### src/rtl/adder_share_arbiter_if.sv
// Handshake bundle between two add/sub requesters, the shared adder and writeback.
// ADD_ARB_FLAGS_EN adds the zero/carry/overflow result flags.
interface adder_share_arbiter_if #(
   parameter int WIDTH = 32
);
   logic             req0_valid_i;
   logic             req0_ready_o;
   logic [WIDTH-1:0] req0_a_i;
   logic [WIDTH-1:0] req0_b_i;
   logic             req0_sub_i;
   logic             req1_valid_i;
   logic             req1_ready_o;
   logic [WIDTH-1:0] req1_a_i;
   logic [WIDTH-1:0] req1_b_i;
   logic             req1_sub_i;
   logic             res_valid_o;
   logic             res_ready_i;
   logic [WIDTH-1:0] res_sum_o;
   logic             res_id_o;
`ifdef ADD_ARB_FLAGS_EN
   logic             res_zero_o;
   logic             res_cout_o;
   logic             res_ovf_o;
`endif

   modport slave (
      input  req0_valid_i, req0_a_i, req0_b_i, req0_sub_i,
      input  req1_valid_i, req1_a_i, req1_b_i, req1_sub_i,
      input  res_ready_i,
      output req0_ready_o, req1_ready_o,
`ifdef ADD_ARB_FLAGS_EN
      output res_zero_o, res_cout_o, res_ovf_o,
`endif
      output res_valid_o, res_sum_o, res_id_o
   );

   modport master (
      output req0_valid_i, req0_a_i, req0_b_i, req0_sub_i,
      output req1_valid_i, req1_a_i, req1_b_i, req1_sub_i,
      output res_ready_i,
      input  req0_ready_o, req1_ready_o,
`ifdef ADD_ARB_FLAGS_EN
      input  res_zero_o, res_cout_o, res_ovf_o,
`endif
      input  res_valid_o, res_sum_o, res_id_o
   );
endinterface

### src/rtl/adder_share_arbiter.sv
// One add/sub datapath shared round-robin by two requesters, 1-deep result stage.
// Optional ADD_ARB_FLAGS_EN registers zero/carry/overflow flags with the sum.
module adder_share_arbiter #(
   parameter int WIDTH     = 32,
   parameter bit PRIO_INIT = 1'b0
) (
   input logic                 clk_i,
   input logic                 rst_i,
   adder_share_arbiter_if.slave bus
);
   logic             last_grant;
   logic             grant0;
   logic             grant1;
   logic             can_accept;
   logic             accept;
   logic             pick;
   logic [WIDTH-1:0] op_a;
   logic [WIDTH-1:0] op_bx;
   logic             op_sub;
   logic [WIDTH:0]   sum_full;

   // Ties go to whoever was not served last; a stalled grant never rotates.
   always_comb begin
      grant0 = bus.req0_valid_i & (!bus.req1_valid_i | last_grant);
      grant1 = bus.req1_valid_i & (!bus.req0_valid_i | !last_grant);
   end

   assign can_accept       = !bus.res_valid_o | bus.res_ready_i;
   assign bus.req0_ready_o = grant0 & can_accept & !rst_i;
   assign bus.req1_ready_o = grant1 & can_accept & !rst_i;
   assign accept           = bus.req0_ready_o | bus.req1_ready_o;
   assign pick             = bus.req1_ready_o;

   always_comb begin
      op_a   = bus.req0_a_i;
      op_sub = bus.req0_sub_i;
      op_bx  = bus.req0_b_i ^ {WIDTH{bus.req0_sub_i}};
      if (pick) begin
         op_a   = bus.req1_a_i;
         op_sub = bus.req1_sub_i;
         op_bx  = bus.req1_b_i ^ {WIDTH{bus.req1_sub_i}};
      end
      sum_full = {1'b0, op_a} + {1'b0, op_bx} + {{WIDTH{1'b0}}, op_sub};
   end

   always_ff @(posedge clk_i) begin
      if (rst_i) begin
         bus.res_valid_o <= 1'b0;
         bus.res_sum_o   <= '0;
         bus.res_id_o    <= 1'b0;
         last_grant      <= ~PRIO_INIT;
      end else if (accept) begin
         bus.res_valid_o <= 1'b1;
         bus.res_sum_o   <= sum_full[WIDTH-1:0];
         bus.res_id_o    <= pick;
         last_grant      <= pick;
      end else if (bus.res_ready_i) begin
         bus.res_valid_o <= 1'b0;
      end
   end

`ifdef ADD_ARB_FLAGS_EN
   logic zero_n;
   logic ovf_n;

   assign zero_n = (sum_full[WIDTH-1:0] == '0);
   assign ovf_n  = (op_a[WIDTH-1] == op_bx[WIDTH-1])
                 & (sum_full[WIDTH-1] != op_a[WIDTH-1]);

   always_ff @(posedge clk_i) begin
      if (rst_i) begin
         bus.res_zero_o <= 1'b0;
         bus.res_cout_o <= 1'b0;
         bus.res_ovf_o  <= 1'b0;
      end else if (accept) begin
         bus.res_zero_o <= zero_n;
         bus.res_cout_o <= sum_full[WIDTH];
         bus.res_ovf_o  <= ovf_n;
      end
   end
`endif
endmodule

### src/flat_wrapper.sv
// flat-port wrapper written by rule: the top's interface ports become plain ports
module adder_share_arbiter_flat 
#(
   parameter int WIDTH     = 32,
   parameter bit PRIO_INIT = 1'b0
)
  (clk_i, rst_i, bus_req0_valid_i, bus_req0_a_i, bus_req0_b_i, bus_req0_sub_i, bus_req1_valid_i, bus_req1_a_i, bus_req1_b_i, bus_req1_sub_i, bus_res_ready_i, bus_req0_ready_o, bus_req1_ready_o, bus_res_valid_o, bus_res_sum_o, bus_res_id_o);
  adder_share_arbiter_if #(.WIDTH(WIDTH)) bus_i ();
  input logic clk_i;
  input logic rst_i;
  input wire logic [$bits(bus_i.req0_valid_i)-1:0] bus_req0_valid_i;
  input wire logic [$bits(bus_i.req0_a_i)-1:0] bus_req0_a_i;
  input wire logic [$bits(bus_i.req0_b_i)-1:0] bus_req0_b_i;
  input wire logic [$bits(bus_i.req0_sub_i)-1:0] bus_req0_sub_i;
  input wire logic [$bits(bus_i.req1_valid_i)-1:0] bus_req1_valid_i;
  input wire logic [$bits(bus_i.req1_a_i)-1:0] bus_req1_a_i;
  input wire logic [$bits(bus_i.req1_b_i)-1:0] bus_req1_b_i;
  input wire logic [$bits(bus_i.req1_sub_i)-1:0] bus_req1_sub_i;
  input wire logic [$bits(bus_i.res_ready_i)-1:0] bus_res_ready_i;
  output wire logic [$bits(bus_i.req0_ready_o)-1:0] bus_req0_ready_o;
  output wire logic [$bits(bus_i.req1_ready_o)-1:0] bus_req1_ready_o;
  output wire logic [$bits(bus_i.res_valid_o)-1:0] bus_res_valid_o;
  output wire logic [$bits(bus_i.res_sum_o)-1:0] bus_res_sum_o;
  output wire logic [$bits(bus_i.res_id_o)-1:0] bus_res_id_o;
  assign bus_i.req0_valid_i = bus_req0_valid_i;
  assign bus_i.req0_a_i = bus_req0_a_i;
  assign bus_i.req0_b_i = bus_req0_b_i;
  assign bus_i.req0_sub_i = bus_req0_sub_i;
  assign bus_i.req1_valid_i = bus_req1_valid_i;
  assign bus_i.req1_a_i = bus_req1_a_i;
  assign bus_i.req1_b_i = bus_req1_b_i;
  assign bus_i.req1_sub_i = bus_req1_sub_i;
  assign bus_i.res_ready_i = bus_res_ready_i;
  assign bus_req0_ready_o = bus_i.req0_ready_o;
  assign bus_req1_ready_o = bus_i.req1_ready_o;
  assign bus_res_valid_o = bus_i.res_valid_o;
  assign bus_res_sum_o = bus_i.res_sum_o;
  assign bus_res_id_o = bus_i.res_id_o;
  adder_share_arbiter #(.WIDTH(WIDTH), .PRIO_INIT(PRIO_INIT)) u_core (.clk_i(clk_i), .rst_i(rst_i), .bus(bus_i));
endmodule
### config.mk
export PLATFORM = sky130hd
export DESIGN_NAME = adder_share_arbiter_flat
export DESIGN_NICKNAME = d
export VERILOG_FILES = /design/src/rtl/adder_share_arbiter_if.sv /design/src/rtl/adder_share_arbiter.sv /design/src/flat_wrapper.sv
export SDC_FILE = /design/constraint.sdc
export NUM_CORES = 1
export LEC_CHECK = 0
export BUFFER_PORTS_ARGS = -buffer_cell sky130_fd_sc_hd__buf_2
export CAP_MARGIN = 0
export CORE_ASPECT_RATIO = 2
export CORE_MARGIN = 5
export CORE_UTILIZATION = 31
export CTS_CLUSTER_SIZE = 30
export DETAILED_ROUTE_END_ITERATION = 10
export GPL_TIMING_DRIVEN = 0
export PLACE_DENSITY_LB_ADDON = 0.05
export SKIP_LAST_GASP = 1
export SYNTH_ARGS = -nofsm -noshare
export SYNTH_HDL_FRONTEND = slang
export SYNTH_SLANG_ARGS = --single-unit
export TNS_END_PERCENT = 5
### constraint.sdc
create_clock -name clk_i -period 3.2 [get_ports clk_i]
set_input_delay 0.16 -clock clk_i [delete_from_list [all_inputs] [get_ports clk_i]]
set_output_delay 0.16 -clock clk_i [all_outputs]
set_load 0.03 [all_outputs]
Word level (Yosys, flattened, before mapping)
Index checks and enable logic that the tools add are counted.
{ "totals": {"ff_bits": 35, "n_memories": 0, "input_bits": 135, "latch_bits": 0, "ramBits": 0, "mem_bits_ro": 0, "output_inout_bits": 36} }
{ "op_classes": {"mux": 5, "bitwise_logic": 12, "div_mod_pow": 0, "n_shift": 0, "n_addsub": 2, "n_reduce_logical": 6, "magnitude_cmp": 0, "n_eq_ne": 0, "n_mul": 0} }
{ "op_table": {"columns": ["op", "n"], "rows": [
  ["32-bit 2-to-1 mux", 2],
  ["32-bit bitwise XOR", 2],
  ["32-bit by 1-bit adder with 32-bit output", 1],
  ["32-bit adder", 1],
  ["1-bit AND", 6],
  ["1-bit logical NOT", 5],
  ["1-bit OR", 4],
  ["1-bit 2-to-1 mux", 3],
  ["2-bit nonzero test", 1]
]} }

Longest topological paths before layout
Gate-level depths: netlist (run 1).
{ "logic_depth": {"ltp_word": 8, "mapped_depth": 19, "mapped_depth_nobuf": 17} }

Worst setup path before layout (run 1)
OpenSTA, ideal clock, no wires.
{ "synth_path": {"path_type": "flip-flop to flip-flop", "start": "reg u_core.bus.res_valid_o", "end": "reg u_core.bus.res_sum_o[30]", "setup_time_ns": 0.130, "t_arrival_ns": 3.545, "n_path_buf": 2, "slack_ns": -0.475, "stages_incl_launch_ff": 19, "cell_sequence": "dfxtp_1 > nand2b_1 > nand2_1 > a21oi_1 > nand2b_1 > clkbuf_1 > clkbuf_1 > mux2i_1 > fa_1 > inv_1 > fa_1 > a21o_1 > a311o_1 > nand3_1 > nand2_1 > a21oi_2 > o21bai_1 > a211oi_1 > o31ai_1"} }
{ "synth_between": {"elab_chain_cells": 7} }
{ "synth_lines": {"columns": ["element", "line", "source"], "rows": [
  ["from (decl)", "adder_share_arbiter_if.sv:34", "output res_valid_o, res_sum_o, res_id_o"],
  ["from (signal assigned)", "adder_share_arbiter.sv:48", "bus.res_valid_o <= 1'b0;"],
  ["from (signal assigned)", "adder_share_arbiter.sv:53", "bus.res_valid_o <= 1'b1;"],
  ["from (signal assigned)", "adder_share_arbiter.sv:58", "bus.res_valid_o <= 1'b0;"],
  ["1-bit logical NOT *", "adder_share_arbiter.sv:28", "assign can_accept = !bus.res_valid_o | bus.res_ready_i;"],
  ["1-bit OR *", "adder_share_arbiter.sv:28", null],
  ["1-bit AND (2 in a row)", "adder_share_arbiter.sv:30", "assign bus.req1_ready_o = grant1 & can_accept & !rst_i;"],
  ["32-bit 2-to-1 mux", "adder_share_arbiter.sv:38", "if (pick) begin"],
  ["32-bit adder", "adder_share_arbiter.sv:43", "sum_full = {1'b0, op_a} + {1'b0, op_bx} + {{WIDTH{1'b0}}, op_sub};"],
  ["32-bit by 1-bit adder with 32-bit output", "adder_share_arbiter.sv:43", null],
  ["to (signal assigned)", "adder_share_arbiter.sv:54", "bus.res_sum_o <= sum_full[WIDTH-1:0];"],
  ["to (decl)", "adder_share_arbiter_if.sv:34", null]
]} }
Every way passes the cells marked *; elsewhere a longest branch is shown, timed or not.
A chain may end at the register's enable or synchronous reset.

Final worst setup path (run 1)
{ "layout_path": {"start": "reg u_core.bus.res_valid_o", "end": "reg u_core.bus.res_sum_o[17]"} }
The elaborated chain is that of the path after synthesis.

==> flow_metrics.env, run 1 <==
export IMPL_fin_area_sq_mm=0.00574
export IMPL_muxShareOfSynthArea_pct=0.727
export IMPL_gp_congestion=0.854
export IMPL_netSwitchingFraction_pct=43.7
export IMPL_synth_ff_latch_count=35
export IMPL_cp_data_required_time_ns=3.38
export IMPL_clkPwrFrac_pct=19.4
export IMPL_synth_compound_area_share_pct=23.6
export IMPL_wl_mm=16.4
export IMPL_yosysWarningCount=0
export IMPL_via_count=4823
export IMPL_seq_power_share_pct=21.3
export IMPL_cp_slowest_stage_delay_ns=0.35
export IMPL_cts_buffers=5
export IMPL_synth_edf_count=0
export IMPL_fin_nets=964
export IMPL_cts_htree_levels=2
export IMPL_die_x_um=91.6
export IMPL_area_delta_synth_final_pct=38.8
export IMPL_r2r_start="u_core.bus.res_valid_o"
export IMPL_coreArea_sq_mm=0.0131
export IMPL_grt_max_degree=11
export IMPL_layout_commonest_cell="buf_2"
export IMPL_fin_crit_sh_pct=108
export IMPL_leakage_nw=2.87
export IMPL_fin_skew_ns=0.00408
export IMPL_worst_setup_path_end_kind="register"
export IMPL_grt_pass1_vias=5115
export IMPL_synth_simple_area_share_pct=25.4
export IMPL_drive_above_1_share_pct=30.8
export IMPL_ys_seq_area_share_pct=17.0
export IMPL_vias_per_cell=5.07
export IMPL_syn_area_sq_mm=0.00413
export IMPL_path_cells="nand2b_4, nand2_2, a21oi_2, nand2b_1, clkbuf_8, clkbuf_16, clkbuf_4, nand2_1, nand2_1, ha_1, and2b_1, o2111ai_2, a21oi_2, o31ai_4, buf_4, nor2_1, a31o_2, xnor2_1, a21o_1"
export IMPL_cts_hold_buf=0
export IMPL_clockBufferDepth=2
export IMPL_initial_core_util_pct=31.6
export IMPL_ys_types=51
export IMPL_avgRoutedWirePerCell_um=17.2
export IMPL_port_buffers=168
export IMPL_path_clk_slew_ns=0.05
export IMPL_path_depth=19
export IMPL_tightest_slew_ns=0.751
export IMPL_antenna_found_initial=2
export IMPL_clk_latency_ns=0.28
export IMPL_min_period_ns=3.47
export IMPL_critPathLaunchType="register"
export IMPL_die_area_sq_mm=0.0159
export IMPL_cap_viol_max_count=0
export IMPL_finalSetupViolations=21
export IMPL_crit_path_top_delay_cell="dfxtp_4"
export IMPL_ir_worst_vdd_mv=0.245
export IMPL_hold_depth=3
export IMPL_max_slew_margin_rel_pct=50.0
export IMPL_placed_cell_area_sq_mm=0.00520
export IMPL_power_density_mw_per_mm2=456
export IMPL_cts_root_buf="clkbuf_16"
export IMPL_cp_buffers_inverters=4
export IMPL_avgSynthCellArea_sq_um=6.88
export IMPL_dieHeight_um=173
export IMPL_hold_path_endpoint="u_core.bus.res_valid_o"
export IMPL_dr_first_iter_drc_count=128
export IMPL_p_comb_share_pct=59.3
export IMPL_post_route_drc_count=0
export IMPL_synth_adder_area_share_pct=10.1
export IMPL_report_final_slew_viol_count=0
export IMPL_grt_pass1_wl_mm=25.3
export IMPL_grtUsageTotal_pct=20.3
export IMPL_grt_overflow_total=0
export IMPL_final_hold_violation_count=0
export IMPL_min_delay_start="bus_req1_valid_i"
export IMPL_synth_top_family_by_area="simple AND/OR/NAND/NOR gates"
export IMPL_crit_fanout=10
export IMPL_reg2reg_slack_ns=-0.27
export IMPL_fmax_mhz=288
export IMPL_clock_sinks=35
export IMPL_dp_hpwl_mm=13.7
export IMPL_reg2reg_depth=19
export IMPL_holdWs_ns=0.222
export IMPL_violations="negative setup slack"
export IMPL_synthCells=601
export IMPL_rsz0062_at_grt="true"
export IMPL_cp_arrival_ns=3.65
export IMPL_syn_nets=768
export IMPL_final_cell_mix="buf_2 (168), nand2_1 (165), xnor2_1 (47), o21ai_0 (47), xor2_1 (42)"
export IMPL_rows=59
export IMPL_p_sw_w=0.00114
export IMPL_synth_ff_type="dfxtp_1"
export IMPL_ys_async_sr_fraction_pct=0
export IMPL_p_int_w=0.00147
export IMPL_cp_top_family="compound AO/OA/AOI/OAI gates"
export IMPL_timing_final_ws_setup_ns=-0.270
export IMPL_tritoncts="done"
export IMPL_first_pass_iters=5
export IMPL_ios=171
export IMPL_path_class="register to register"
export IMPL_hp_class="input port to register"
export IMPL_status="finished with violations"
export IMPL_antenna_left=0
export IMPL_synth_xor_area_share_pct=19.3
export IMPL_rr_endpoint="u_core.bus.res_sum_o[17]"
worst max-delay path by stage:
stage | from | to | slack [ns]
floorplan | u_core.bus.res_valid_o | u_core.bus.res_sum_o[30] | -0.12
global placement | u_core.bus.res_valid_o | u_core.bus.res_sum_o[29] | -0.83
detailed placement | u_core.bus.res_valid_o | u_core.bus.res_sum_o[29] | -0.81
CTS | u_core.bus.res_valid_o | u_core.bus.res_sum_o[28] | -0.32
global route | u_core.bus.res_valid_o | u_core.bus.res_sum_o[30] | -0.44
finish | u_core.bus.res_valid_o | u_core.bus.res_sum_o[17] | -0.27
worst reg2reg max path: stages (launching register included):
cell	delay (ns)
dfxtp_4	0.35
nand2b_4	0.07
nand2_2	0.05
a21oi_2	0.12
nand2b_1	0.14
clkbuf_8	0.19
clkbuf_16	0.16
clkbuf_4	0.20
nand2_1	0.08
nand2_1	0.09
ha_1	0.27
and2b_1	0.17
o2111ai_2	0.25
a21oi_2	0.14
o31ai_4	0.33
buf_4	0.17
nor2_1	0.04
a31o_2	0.25
xnor2_1	0.13
a21o_1	0.18
layer usage:
layer	routed length (um)	GRT usage, %	up-vias
li1	-	-	2440
met1	5110	16.7	2199
met2	9790	43.5	146
met3	614	3.00	38
met4	839	10.1	0
met5	0	0	-
cell usage after synthesis (all sizes together) (3+ instances only):
master  number  share of area [%]
inv          9               0.82
clkbuf      34                3.1
a21o        17                3.1
nor2b        3               0.45
mux2i        3               0.73
xor2        42                8.9
o31ai        3               0.88
or3          3               0.45
a21oi       43                5.4
nand4        4               0.61
nand3        6               0.73
nor2        19                1.7
nand2b       4               0.61
and3         6               0.91
o21bai       5                1.0
ha          30                9.1
nand3b      15                2.7
a211oi       5               0.91
a31o         3               0.64
and2         3               0.45
nor3         5               0.61
nand2      167                 15
dfxtp       35                 17
xnor2       49                 10
o21ai       60                7.3
flip-flops by register name, summed over array words and instances, names as in the netlist:
signal and flops:
u_core.bus.res_sum_o 32, u_core.bus.res_id_o 1, u_core.bus.res_valid_o 1, u_core.last_grant 1
area by class of cell:
cell class	count	area (sq um)
Sequential cell	35	704
Fill cell	1415	7330
Tap cell	152	190
Timing Repair Buffer	189	1010
Multi-Input combinational cell	522	3420
Buffer	35	218
Antenna cell	2	5.00
Clock buffer	8	156
Inverter	9	33.8
power by group through the flow:
stage | Clock (W) | Sequential (W) | Combinational (W)
3_3_place_gp | 0 | 0.000567 | 0.00142
4_1_cts | 0.000518 | 0.000560 | 0.00152
6_report | 0.000507 | 0.000558 | 0.00155
2_1_floorplan | 0 | 0.000719 | 0.000812
5_1_grt | 0.000538 | 0.000571 | 0.00170
3_5_place_dp | 0 | 0.000569 | 0.00143
stage by stage:
stage / utilization, % / worst slack (ns) / std cells / setup TNS (ns) / power [W]
floorplan: - / -0.119 / 601 / -0.291 / 0.00153
CTS: 43.1 / -0.322 / 945 / -5.16 / 0.00260
finish: 43.9 / -0.270 / 952 / -3.84 / 0.00262
global placement: 39.8 / -0.833 / 921 / -14.08 / 0.00199
global route: 43.9 / -0.441 / 952 / -8.09 / 0.00280
detailed placement: 39.8 / -0.814 / 921 / -14.20 / 0.00200
logic make-up (layout without fill, tap and decap cells):
logic type / Yosys count / in the layout
other cells: 0 / 2
mux: 3 / 3
fa+ha+maj: 32 / 32
buf+inv: 44 / 241
compound gates: 156 / 156
simple gates: 240 / 240
flops: 35 / 35
xor+xnor: 91 / 91
what timing repair did:
item,in CTS,in global routing
gates resized for setup,38,27
gates cloned,2,0
hold endpoints to repair,0,0
setup endpoints to repair,27,27
pin swaps,22,12
setup buffers,14,5
Power figures use the tool's default switching activity.
==> run 2, diff against run 1 <==
--- a/config.mk
+++ b/config.mk
@@ -6,7 +6,7 @@
 export NUM_CORES = 1
 export LEC_CHECK = 0
 export BUFFER_PORTS_ARGS = -buffer_cell sky130_fd_sc_hd__buf_2
-export CAP_MARGIN = 0
+export CAP_MARGIN = 30
 export CORE_ASPECT_RATIO = 2
 export CORE_MARGIN = 5
 export CORE_UTILIZATION = 31
@@ -14,7 +14,7 @@
 export DETAILED_ROUTE_END_ITERATION = 10
 export GPL_TIMING_DRIVEN = 0
 export PLACE_DENSITY_LB_ADDON = 0.05
-export SKIP_LAST_GASP = 1
+export SETUP_SLACK_MARGIN = 0.05
 export SYNTH_ARGS = -nofsm -noshare
 export SYNTH_HDL_FRONTEND = slang
 export SYNTH_SLANG_ARGS = --single-unit
==> flow_metrics.env, run 2 (synthesis results as in run 1) <==
export IMPL_status="finished with violations"
export IMPL_violations="negative setup slack"
export IMPL_area_delta_synth_final_pct=39.6
export IMPL_final_seq_area_sq_um=704
export IMPL_placed_cell_area_sq_mm=0.00522
export IMPL_clock_sinks=35
export IMPL_wl_met3_um=589
export IMPL_fmax_mhz=277
export IMPL_rsz0062_at_grt="true"
export IMPL_antenna_found_initial=1
export IMPL_die_area_sq_mm=0.0159
export IMPL_wl_mm=16.2
export IMPL_cp_data_required_time_ns=3.35
export IMPL_via_count=4754
export IMPL_ios=171
export IMPL_gp_congestion=0.860
export IMPL_die_x_um=91.6
export IMPL_grt_overflow_total=0
export IMPL_fin_area_sq_mm=0.00577
export IMPL_min_period_ns=3.61
export IMPL_crit_fanout=7
export IMPL_vias_per_cell=5.05
export IMPL_max_slew_margin_rel_pct=50.5
export IMPL_grtUsageTotal_pct=19.7
export IMPL_ir_worst_vdd_mv=0.297
export IMPL_power_density_mw_per_mm2=458
export IMPL_path_clk_slew_ns=0.05
export IMPL_drive_above_1_share_pct=31.3
export IMPL_fin_nets=954
export IMPL_first_pass_iters=4
export IMPL_tritoncts="done"
export IMPL_leakage_nw=2.85
export IMPL_worst_setup_path_end_kind="register"
export IMPL_fin_crit_sh_pct=113
export IMPL_grt_pass1_wl_mm=24.5
export IMPL_coreArea_sq_mm=0.0131
export IMPL_layout_commonest_cell="buf_2"
export IMPL_hp_class="input port to register"
export IMPL_port_buffers=168
export IMPL_final_hold_violation_count=0
export IMPL_post_route_drc_count=0
export IMPL_grt_max_degree=11
export IMPL_largest_register_ffs=32
export IMPL_grt_pass1_vias=4964
export IMPL_path_class="register to register"
export IMPL_clk_latency_ns=0.28
export IMPL_cp_arrival_ns=3.76
export IMPL_multi_input_area_sq_mm=0.00353
export IMPL_clockBufferDepth=2
export IMPL_avgRoutedWirePerCell_um=17.2
export IMPL_top_layer="met4"
export IMPL_cts_hold_buf=0
export IMPL_dr_first_iter_drc_count=162
export IMPL_report_final_slew_viol_count=0
export IMPL_top_register="u_core.bus.res_sum_o"
export IMPL_tightest_slew_ns=0.743
export IMPL_fin_cells=941
export IMPL_cap_viol_max_count=0
export IMPL_fillers=1419
export IMPL_final_util_pct=44.2
export IMPL_critPathLaunchType="register"
export IMPL_final_cell_mix="buf_2 (168), nand2_1 (165), xnor2_1 (44)"
export IMPL_initial_core_util_pct=31.6
export IMPL_antenna_left=0
export IMPL_finalSetupViolations=22
export IMPL_rows=59
export IMPL_cts_buffers=5
export IMPL_wl_met2_mm=10.0
export IMPL_wl_met1_mm=4.99
export IMPL_dp_hpwl_mm=13.6
export IMPL_setup_tns_ns=-4.98
export IMPL_cts_root_buf="clkbuf_16"
export IMPL_dp_cells=921
export IMPL_fin_skew_ns=0.00256
export IMPL_cts_htree_levels=2
export IMPL_timing_final_ws_setup_ns=-0.415
export IMPL_dieHeight_um=173
[run 2: per-stage QoR]
step	setup slack, ns	hold WS (ns)	total power, W
after global routing	-0.515	0.233	0.00283
after global placement	-0.839	0.444	0.00199
after CTS	-0.387	0.185	0.00260
final	-0.415	0.216	0.00264
after detailed placement	-0.837	0.443	0.00200
after floorplan	0.0237	0.343	0.00153
[run 2: path summary, 6_finish.rpt]
path	endpoint	cells after the start	slack, ns	start
min reg2reg	u_core.bus.res_sum_o[10]	2	0.46	u_core.bus.res_sum_o[10]
min	u_core.bus.res_valid_o	3	0.22	bus_res_ready_i
max reg2reg	u_core.bus.res_sum_o[24]	19	-0.41	u_core.bus.res_valid_o
max	u_core.bus.res_sum_o[24]	19	-0.41	u_core.bus.res_valid_o
[run 2: area by class of cell]
cell class	instances	share of cell area, %
plain buffers	34	3.54
clock buffers	8	2.71
repair buffers	180	16.4
flip-flops and latches	35	12.2
diodes	1	0.0434
inverters	9	0.651
well taps	152	3.30
multi-input cells	522	61.1
[run 2: power breakdown]
part | leakage, nW | switching [W] | internal, W | total [W]
Combinational | 2.48 | 0.000947 | 0.000635 | 0.00158
Clock | 0.0772 | 0.000171 | 0.000331 | 0.000502
Sequential | 0.290 | 0.0000411 | 0.000517 | 0.000558
[run 2: metal layers]
metal / up-vias / track usage (%)
li1: 2434 / -
met1: 2156 / 15.6
met2: 133 / 44.3
met3: 31 / 2.91
met4: 0 / 6.93
met5: - / 0
[run 2: worst max-delay path: stages (launching register included)]
cell and delay (ns):
dfxtp_4 0.35, nand2b_4 0.08, nand2_4 0.05, a21oi_2 0.12
nand2b_1 0.16, buf_8 0.18, buf_12 0.13, buf_8 0.11
a21oi_4 0.12, fa_2 0.25, inv_2 0.05, fa_2 0.35
a21o_1 0.22, a311o_1 0.40, nand3_2 0.10, nand2_4 0.08
a21oi_4 0.27, nand2_1 0.13, xnor2_2 0.21, o21ai_0 0.10
[run 2: repair_timing]
action / in CTS / in global routing
gates cloned: 0 / 1
pin swaps: 18 / 19
setup endpoints to repair: 28 / 27
buffers inserted: 5 / 6
gates resized for setup: 43 / 45
